<file path="src/rtl/regfile_read_arbiter.sv">
// regfile_read_arbiter
//   Shares the register file's two read ports among N_REQ operand requesters.
//   Grants one requester per cycle, round-robin. Drives the RF read addresses
//   and returns the read data tagged with the requester ID RD_LAT cycles later.
//
// Ports
//   i_CLK, i_RST          clock, synchronous active-high reset
//   i_req                 per-requester request, held until granted
//   i_req_addr_A/B        packed per-requester operand addresses
//   i_hold                suppresses new grants while high
//   o_gnt                 registered one-hot grant pulse
//   o_rdaddr_A/B          RF read addresses
//   i_rddata_A/B          RF read data, RD_LAT cycles after the address
//   o_rsp_valid/o_rsp_id  response strobe and owning requester
//   o_rsp_data_A/B        combinational pass of the RF read data
//   o_state_HEX0          debug {hold, in-flight, rr pointer}
module regfile_read_arbiter #(
   parameter int unsigned N_REQ  = 2,
   parameter int unsigned ADDR_W = 5,
   parameter int unsigned DATA_W = 32,
   parameter int unsigned RD_LAT = 1
) (
   input  logic                      i_CLK,
   input  logic                      i_RST,
   input  logic [N_REQ-1:0]          i_req,
   input  logic [N_REQ*ADDR_W-1:0]   i_req_addr_A,
   input  logic [N_REQ*ADDR_W-1:0]   i_req_addr_B,
   input  logic                      i_hold,
   output logic [N_REQ-1:0]          o_gnt,
   output logic [ADDR_W-1:0]         o_rdaddr_A,
   output logic [ADDR_W-1:0]         o_rdaddr_B,
   input  logic [DATA_W-1:0]         i_rddata_A,
   input  logic [DATA_W-1:0]         i_rddata_B,
   output logic                      o_rsp_valid,
   output logic [1:0]                o_rsp_id,
   output logic [DATA_W-1:0]         o_rsp_data_A,
   output logic [DATA_W-1:0]         o_rsp_data_B,
   output logic [3:0]                o_state_HEX0
);

   localparam int unsigned PTR_W  = 2;
   localparam int unsigned IDX_W  = 3;
   localparam int unsigned SRCH_W = 8;

   typedef enum logic {
      S_RUN  = 1'b0,
      S_HOLD = 1'b1
   } state_t;

   state_t              state_q, state_d;
   logic [PTR_W-1:0]    ptr_q, ptr_d;
   logic [N_REQ-1:0]    gnt_d;
   logic [ADDR_W-1:0]   rda_d, rdb_d;
   logic [PTR_W-1:0]    gnt_id_q, gnt_id_d;
   logic [RD_LAT-1:0]   vld_pipe_q;
   logic [PTR_W-1:0]    id_pipe_q [RD_LAT];

   logic                arb_en;
   logic [SRCH_W-1:0]   elig;
   logic                found;
   logic [PTR_W-1:0]    win;
   logic [IDX_W-1:0]    idx;

   // Round-robin search from ptr+1; a requester whose grant is visible now is masked
   always_comb begin
      elig  = SRCH_W'(i_req & ~o_gnt);
      found = 1'b0;
      win   = '0;
      idx   = '0;
      for (int unsigned i = 1; i <= N_REQ; i++) begin
         idx = IDX_W'(ptr_q) + IDX_W'(i);
         if (idx >= IDX_W'(N_REQ)) begin
            idx = idx - IDX_W'(N_REQ);
         end
         if (!found && elig[idx]) begin
            found = 1'b1;
            win   = PTR_W'(idx);
         end
      end
   end

   // Next state, grant and read-address selection
   always_comb begin
      state_d  = state_q;
      arb_en   = 1'b0;
      gnt_d    = '0;
      rda_d    = o_rdaddr_A;
      rdb_d    = o_rdaddr_B;
      ptr_d    = ptr_q;
      gnt_id_d = '0;

      case (state_q)
         S_RUN: begin
            if (i_hold) begin
               state_d = S_HOLD;
            end else begin
               arb_en = 1'b1;
            end
         end
         S_HOLD: begin
            if (!i_hold) begin
               state_d = S_RUN;
               arb_en  = 1'b1;
            end
         end
      endcase

      if (arb_en && found) begin
         ptr_d    = win;
         gnt_id_d = win;
         for (int unsigned k = 0; k < N_REQ; k++) begin
            if (win == PTR_W'(k)) begin
               gnt_d[k] = 1'b1;
               rda_d    = i_req_addr_A[k*ADDR_W +: ADDR_W];
               rdb_d    = i_req_addr_B[k*ADDR_W +: ADDR_W];
            end
         end
      end
   end

   // State, grant and response-tag registers
   always_ff @(posedge i_CLK) begin
      if (i_RST) begin
         state_q    <= S_RUN;
         ptr_q      <= PTR_W'(N_REQ - 1);
         o_gnt      <= '0;
         o_rdaddr_A <= '0;
         o_rdaddr_B <= '0;
         gnt_id_q   <= '0;
         vld_pipe_q <= '0;
         for (int unsigned k = 0; k < RD_LAT; k++) begin
            id_pipe_q[k] <= '0;
         end
      end else begin
         state_q       <= state_d;
         ptr_q         <= ptr_d;
         o_gnt         <= gnt_d;
         o_rdaddr_A    <= rda_d;
         o_rdaddr_B    <= rdb_d;
         gnt_id_q      <= gnt_id_d;
         // Stage 0 captures the grant visible this cycle
         vld_pipe_q[0] <= |o_gnt;
         id_pipe_q[0]  <= gnt_id_q;
         for (int unsigned k = 1; k < RD_LAT; k++) begin
            vld_pipe_q[k] <= vld_pipe_q[k-1];
            id_pipe_q[k]  <= id_pipe_q[k-1];
         end
      end
   end

   assign o_rsp_valid  = vld_pipe_q[RD_LAT-1];
   assign o_rsp_id     = id_pipe_q[RD_LAT-1];
   assign o_rsp_data_A = i_rddata_A;
   assign o_rsp_data_B = i_rddata_B;

   // In flight: from the grant cycle through the cycle its response is delivered
   assign o_state_HEX0 = {state_q == S_HOLD, (|o_gnt) | (|vld_pipe_q), ptr_q};

endmodule

</file>
<file path="config.mk">
export PLATFORM = sky130hd
export DESIGN_NAME = regfile_read_arbiter
export DESIGN_NICKNAME = d
export VERILOG_FILES = /design/src/rtl/regfile_read_arbiter.sv
export SDC_FILE = /design/constraint.sdc
export NUM_CORES = 1
export LEC_CHECK = 0
export CELL_PAD_IN_SITES_DETAIL_PLACEMENT = 1
export CELL_PAD_IN_SITES_GLOBAL_PLACEMENT = 1
export CORE_ASPECT_RATIO = 1.25
export CORE_UTILIZATION = 16
export CTS_BUF_LIST = sky130_fd_sc_hd__clkbuf_8
export CTS_CLUSTER_DIAMETER = 120
export DETAILED_ROUTE_END_ITERATION = 10
export PLACE_DENSITY = 0.92
export SYNTH_ARGS = -nofsm -noshare
export SYNTH_HDL_FRONTEND = slang
export SYNTH_SLANG_ARGS = --single-unit
export TNS_END_PERCENT = 1
</file>
<file path="constraint.sdc">
create_clock -name i_CLK -period 1.65 [get_ports i_CLK]
set_input_delay 0.2475 -clock i_CLK [delete_from_list [all_inputs] [get_ports i_CLK]]
set_output_delay 0.2475 -clock i_CLK [all_outputs]
set_load 0.005 [all_outputs]
</file>
* Word-level counts from Yosys, hierarchy flattened
Memories as Yosys holds them, arrays and structs flattened.
Cells that the tools add are included.
** Storage, ports and cells
- Bits of input ports :: 89
- RAM bits :: 2
- Register bits :: 18
- Word-level logic and storage cells :: 53
- Memories kept :: 1
** Operators by class
- Bitwise logic cells :: 4
- Eq/ne operators :: 1
- Reductions and logical operators :: 9
- Add/subtract/negate cells :: 4
- Mux-type cells :: 23
- Magnitude comparators :: 4
** Memory list
- id_pipe_q :: words 1, bits a word 2, rd ports 1, clocked after Yosys merged registers in 0, wr ports 1, RTL line 56 : logic [PTR_W-1:0] id_pipe_q [RD_LAT];
** Operators with widths (number)
- $mux 5 :: 4
- $mux 1 :: 12
- $and 2x8->8 :: 1
- $lt 3x4->1 const B :: 2
- $not 2->8 :: 1
- $bmux 1 s3 :: 2
- $ge 3x2->1 const B :: 2
- $mux 2 :: 3
- $mux 3 :: 2
- $reduce_or 2->1 :: 3
- $sub 3x2->3 const B :: 2
- $add 2x1->3 const B :: 1
- $add 2x2->3 const B :: 1
- $eq 2x1->1 const B :: 1
- $logic_and 1x1->1 :: 2
- $logic_not 2->1 :: 1
- $reduce_and 2->1 :: 1
- $reduce_bool 2->1 :: 1
- $logic_not 1->1 :: 1
- $not 1->1 :: 1
- $or 1x1->1 :: 1

* Depth between registers and ports, before layout
Gate-level depths: netlist (run 1).
- Depth in word-level cells :: 12
- Gate-level depth with buffers :: 5
- Depth with buffers taken out :: 4

* Worst setup path after synthesis (run 1)
No wires, ideal clock.
- Kind :: flip-flop to flip-flop
- From :: register ptr_q[0]
- To :: register o_rdaddr_A[3]
- Clock period less this slack :: 1.545 ns
- Slack :: 0.105 ns
- Stages on the path, launching flop included :: 6
- Library setup time :: 0.117 ns
- Arrival time :: 1.428 ns
- Path through :: dfxtp_1 > or3b_1 > a221oi_2 > nor2_1 > buf_6 > o2bb2ai_1
** Between the ends
- Word-level cells in the longest chain between the ends :: 12
- Elaborated cells on any way between the ends :: 24
- Classes of those cells :: add/sub (4); order compare (2); eq/ne (1); mux (11); reduce/logical (6)
** Ends and longest elaborated chain
- from (decl) :: RTL line 51 : logic [PTR_W-1:0] ptr_q, ptr_d;
- from (signal assigned) :: RTL line 125 : ptr_q <= PTR_W'(N_REQ - 1);
- from (signal assigned) :: RTL line 136 : ptr_q <= ptr_d;
- $add 2x1->3 :: RTL line 71 : idx = IDX_W'(ptr_q) + IDX_W'(i);
- $sub 3x2->3 or $ge 3x2->1 (tied branches) :: RTL line 73, 72
- $mux 3 :: RTL line 72 : if (idx >= IDX_W'(N_REQ)) begin
- $bmux 1 s3 :: RTL line 75 : if (!found && elig[idx]) begin
- $mux 1 (not written as such) :: RTL line 75
- $mux 1 :: RTL line 75
- $logic_not 1->1 :: RTL line 75
- $logic_and 1x1->1 :: RTL line 75
- $mux 2 :: RTL line 75
- $eq 2x1->1 or $logic_not 2->1 (tied branches) :: RTL line 112 : if (win == PTR_W'(k)) begin
- $reduce_bool 2->1 (no source line)
- $reduce_and 2->1 (no source line)
- to (signal assigned) :: RTL line 138 : o_rdaddr_A <= rda_d;
- to (decl) :: RTL line 30 : output logic [ADDR_W-1:0] o_rdaddr_A,
Several ways; a longest one is shown, not always the timed one. The select of a mux whose other input is x is not followed.
A chain may end at the register's enable or synchronous reset.

* Final worst setup path (run 1)
- From :: input port i_req[0]
- To :: register ptr_q[0]
** Between the ends
- Word-level cells in the longest chain between the ends :: 8
- Elaborated cells on any way between the ends :: 12
- Classes of those cells :: mux (8); bitwise (1); reduce/logical (3)
** Ends and longest elaborated chain
- from (decl) :: RTL line 25 : input logic [N_REQ-1:0] i_req,
- $and 2x8->8 (*) :: RTL line 66 : elig = SRCH_W'(i_req & ~o_gnt);
- $bmux 1 s3 :: RTL line 75
- $mux 1 (not written as such) :: RTL line 75
- $mux 1 :: RTL line 75
- $logic_not 1->1 :: RTL line 75
- $logic_and 1x1->1 :: RTL line 75
- $mux 1 :: RTL line 75
- $logic_and 1x1->1 :: RTL line 108 : if (arb_en && found) begin
Mark *: on every way between the ends. The rest lies on a longest branch, timed or not. The select of a mux whose other input is x is not followed.

==> flow_summary.json, run 1 <==
{
  "whs_path_depth": 1,
  "ir_drop_mv": 0.304,
  "post-dp-hpwl_um": 2200,
  "period_minus_slack_ps": 1570,
  "layout-drive-gt1-share_pct": 23.3,
  "drtIter0Drc": 13,
  "power.switching_uw": 285,
  "drt-wirelength-per-cell_um": 13.4,
  "final_cells": 211,
  "die_area_um2": 8560,
  "clk_latency_ps": 260,
  "ioPinCount": 172,
  "overflow": 0,
  "fmax_ghz": 0.636,
  "viasPerCell": 3.69,
  "die_w_um": 83.0,
  "placed_area_um2": 1410,
  "core_area_um2": 7880,
  "p_sw_share_pct": 22.2,
  "synth-seq-cells": 20,
  "hold_class": "reg -> reg",
  "worstPathMaxFanout": 3,
  "place_congestion": 0.693,
  "io_buffers": 43,
  "ys_seq_area_share_pct": 30.5,
  "cp.required_ps": 1810,
  "synth_warnings": 0,
  "grt_usage_pct": 6.76,
  "synthToLayoutAreaGrowth_pct": 15.0,
  "grt_pass1_vias": 844,
  "vias": 779,
  "endpoint_kind": "flop",
  "grt_max_degree": 13,
  "finalMaxSlewViolations": 0,
  "synth_edf_count": 0,
  "p_int_mw": 1.00,
  "clkPwrFrac_pct": 38.7,
  "tritoncts": "yes",
  "syn-cell-area_um2": 1310,
  "netlist.top_cell.by_area": "buf_4",
  "die_y_um": 103,
  "critPathLaunchType": "input port",
  "wl_um": 2820,
  "synth_fp_nets": 219,
  "p_leak_nw": 0.588,
  "powerDensity_nw_per_um2": 854,
  "worstPathArrival_ps": 1730,
  "synth.most_common_cell": "buf_4",
  "antenna_found_initial": 0,
  "grt_pass1_wl_um": 4370,
  "clk_pin_slew_ps": 80,
  "power_frac_comb_pct": 20.1,
  "antenna_cells": 0,
  "fin_ws_ps": 77.6,
  "fin_worst_skew_ps": 4.95,
  "synth_commonest_cells": "buf_4, dfxtp_1, mux2i_1",
  "dp_cells": 206,
  "hold_ws_ps": 452,
  "total_power_mw": 1.29,
  "firstDrtPassIters": 4,
  "ctsHoldBuffers": 0,
  "synthTopCellsByArea": "buf_4, dfxtp_1, o2bb2ai_2",
  "clock_sinks": 20,
  "grt_use_met3_pct": 3.17,
  "synth_flop_cell": "dfxtp_1",
  "pre_cts_slack_ps": -431,
  "outcome": "complete, no violations",
  "finalInstanceArea_um2": 1510,
  "final_util_pct": 19.1,
  "ant_nets": 0,
  "grtUsageMet1_pct": 6.11,
  "worstSetupPathType": "in -> reg",
  "synth_top_area_share_pct": 37.2,
  "setup_violations": 0,
  "async_flop_share_pct": 0,
  "numCtsBuffers": 3,
  "finalNetCount": 206,
  "fin_crit_sh_pct": 95.3,
  "cts-root-buf": "clkbuf_8",
  "fin_tns_setup_ps": 0,
  "finalHoldViolations": 0,
  "rsz0062_at_grt": "no",
  "initial_core_util_pct": 16.6,
  "ff2ff_path_depth": 6,
  "use_met2_pct": 11.3,
  "rows": 36,
  "htreeDepth": 1,
  "drcViolationCount": 0,
  "ys_types": 22,
  "syn-instance-count": 130,
  "postSynthAreaPerCell_um2": 10.1,
  "busiest_layer": "met2",
  "cts_buffer_depth": 2,
  "timing.max_cap.violations": 0,
  "p_seq_share_pct": 41.3
}
cells by family after synthesis:
family | Yosys count | share of synthesized area (%)
buffers and inverters | 69 | 40.1
DFF | 20 | 30.5
and+or+nand+nor | 18 | 8.02
AOI/OAI and AO/OA | 12 | 13.5
muxes | 10 | 7.63
other | 1 | 0.286
sequential cells by signal, indices dropped and copies added, names as in the netlist:
name,cells
o_rdaddr_A,5
o_rdaddr_B,5
gnt_id_q,2
id_pipe_q,2
o_gnt,2
ptr_q,2
o_rsp_valid,1
state_q,1
placed cells by master (no fill, tap or decap), drive strengths merged:
cell type	count
nor2b	4
and3	1
conb	1
clkdlybuf4s50	41
o2bb2ai	10
dlygate4sd2	2
or2b	1
nor3	1
dfxtp	20
and2	1
buf	7
clkbuf	3
or3b	1
mux2i	10
bufinv	1
inv	1
or3	1
nor2	6
nand2b	1
a221oi	1
nand2	1
a221o	1
area by class of cell:
type                    instances  area, um2
clock buffers                   3       41.3
clock inverters                 1       30.0
fillers                       903       6370
inverters                       1       3.75
multi-input cells              41        404
flip-flops and latches         20        400
well taps                      95        119
repair buffers                 50        509
critical path: stages:
cell	delay, ps
clkdlybuf4s50_1	490
or2b_4	280
a221oi_4	320
buf_4	170
and3_2	180
nor2_1	40
power groups by stage:
stage	logic, mW	registers (mW)	clock network, mW
6_report	0.258	0.531	0.498
5_1_grt	0.280	0.535	0.539
4_1_cts	0.260	0.532	0.514
3_5_place_dp	0.255	0.543	0
3_3_place_gp	0.248	0.543	0
2_1_floorplan	0.226	0.543	0
metal layers:
| layer | vias to the layer above | part of all wire (%) |
|---|---|---|
| li1 | 333 | - |
| met1 | 353 | 34 |
| met2 | 59 | 47 |
| met3 | 34 | 9.8 |
| met4 | 0 | 9.5 |
| met5 | - | 0 |
worst paths after layout:
| path | from | end | slack, ps |
|---|---|---|---|
| setup / recovery | i_req[0] | ptr_q[0] | 80 |
| setup reg to reg | o_gnt[1] | o_rdaddr_B[3] | 80 |
| hold / removal | gnt_id_q[0] | id_pipe_q[0][0] | 450 |
| hold reg to reg | gnt_id_q[0] | id_pipe_q[0][0] | 450 |
what timing repair did:
item / 4_1_cts / 5_1_grt
gates resized for setup: 6 / 1
pin swaps: 1 / 2
buffers inserted: 0 / 1
hold endpoints to repair: 0 / 0
setup endpoints to repair: 14 / 7
Power figures use the tool's default switching activity.
==> run 2, diff against run 1 <==
--- a/config.mk
+++ b/config.mk
@@ -12,6 +12,7 @@
 export CTS_BUF_LIST = sky130_fd_sc_hd__clkbuf_8
 export CTS_CLUSTER_DIAMETER = 120
 export DETAILED_ROUTE_END_ITERATION = 10
+export HOLD_SLACK_MARGIN = 0.1
 export PLACE_DENSITY = 0.92
 export SYNTH_ARGS = -nofsm -noshare
 export SYNTH_HDL_FRONTEND = slang
==> results of run 2 <==
No change in the layout: final DEF, timing and power equal those of run 1.
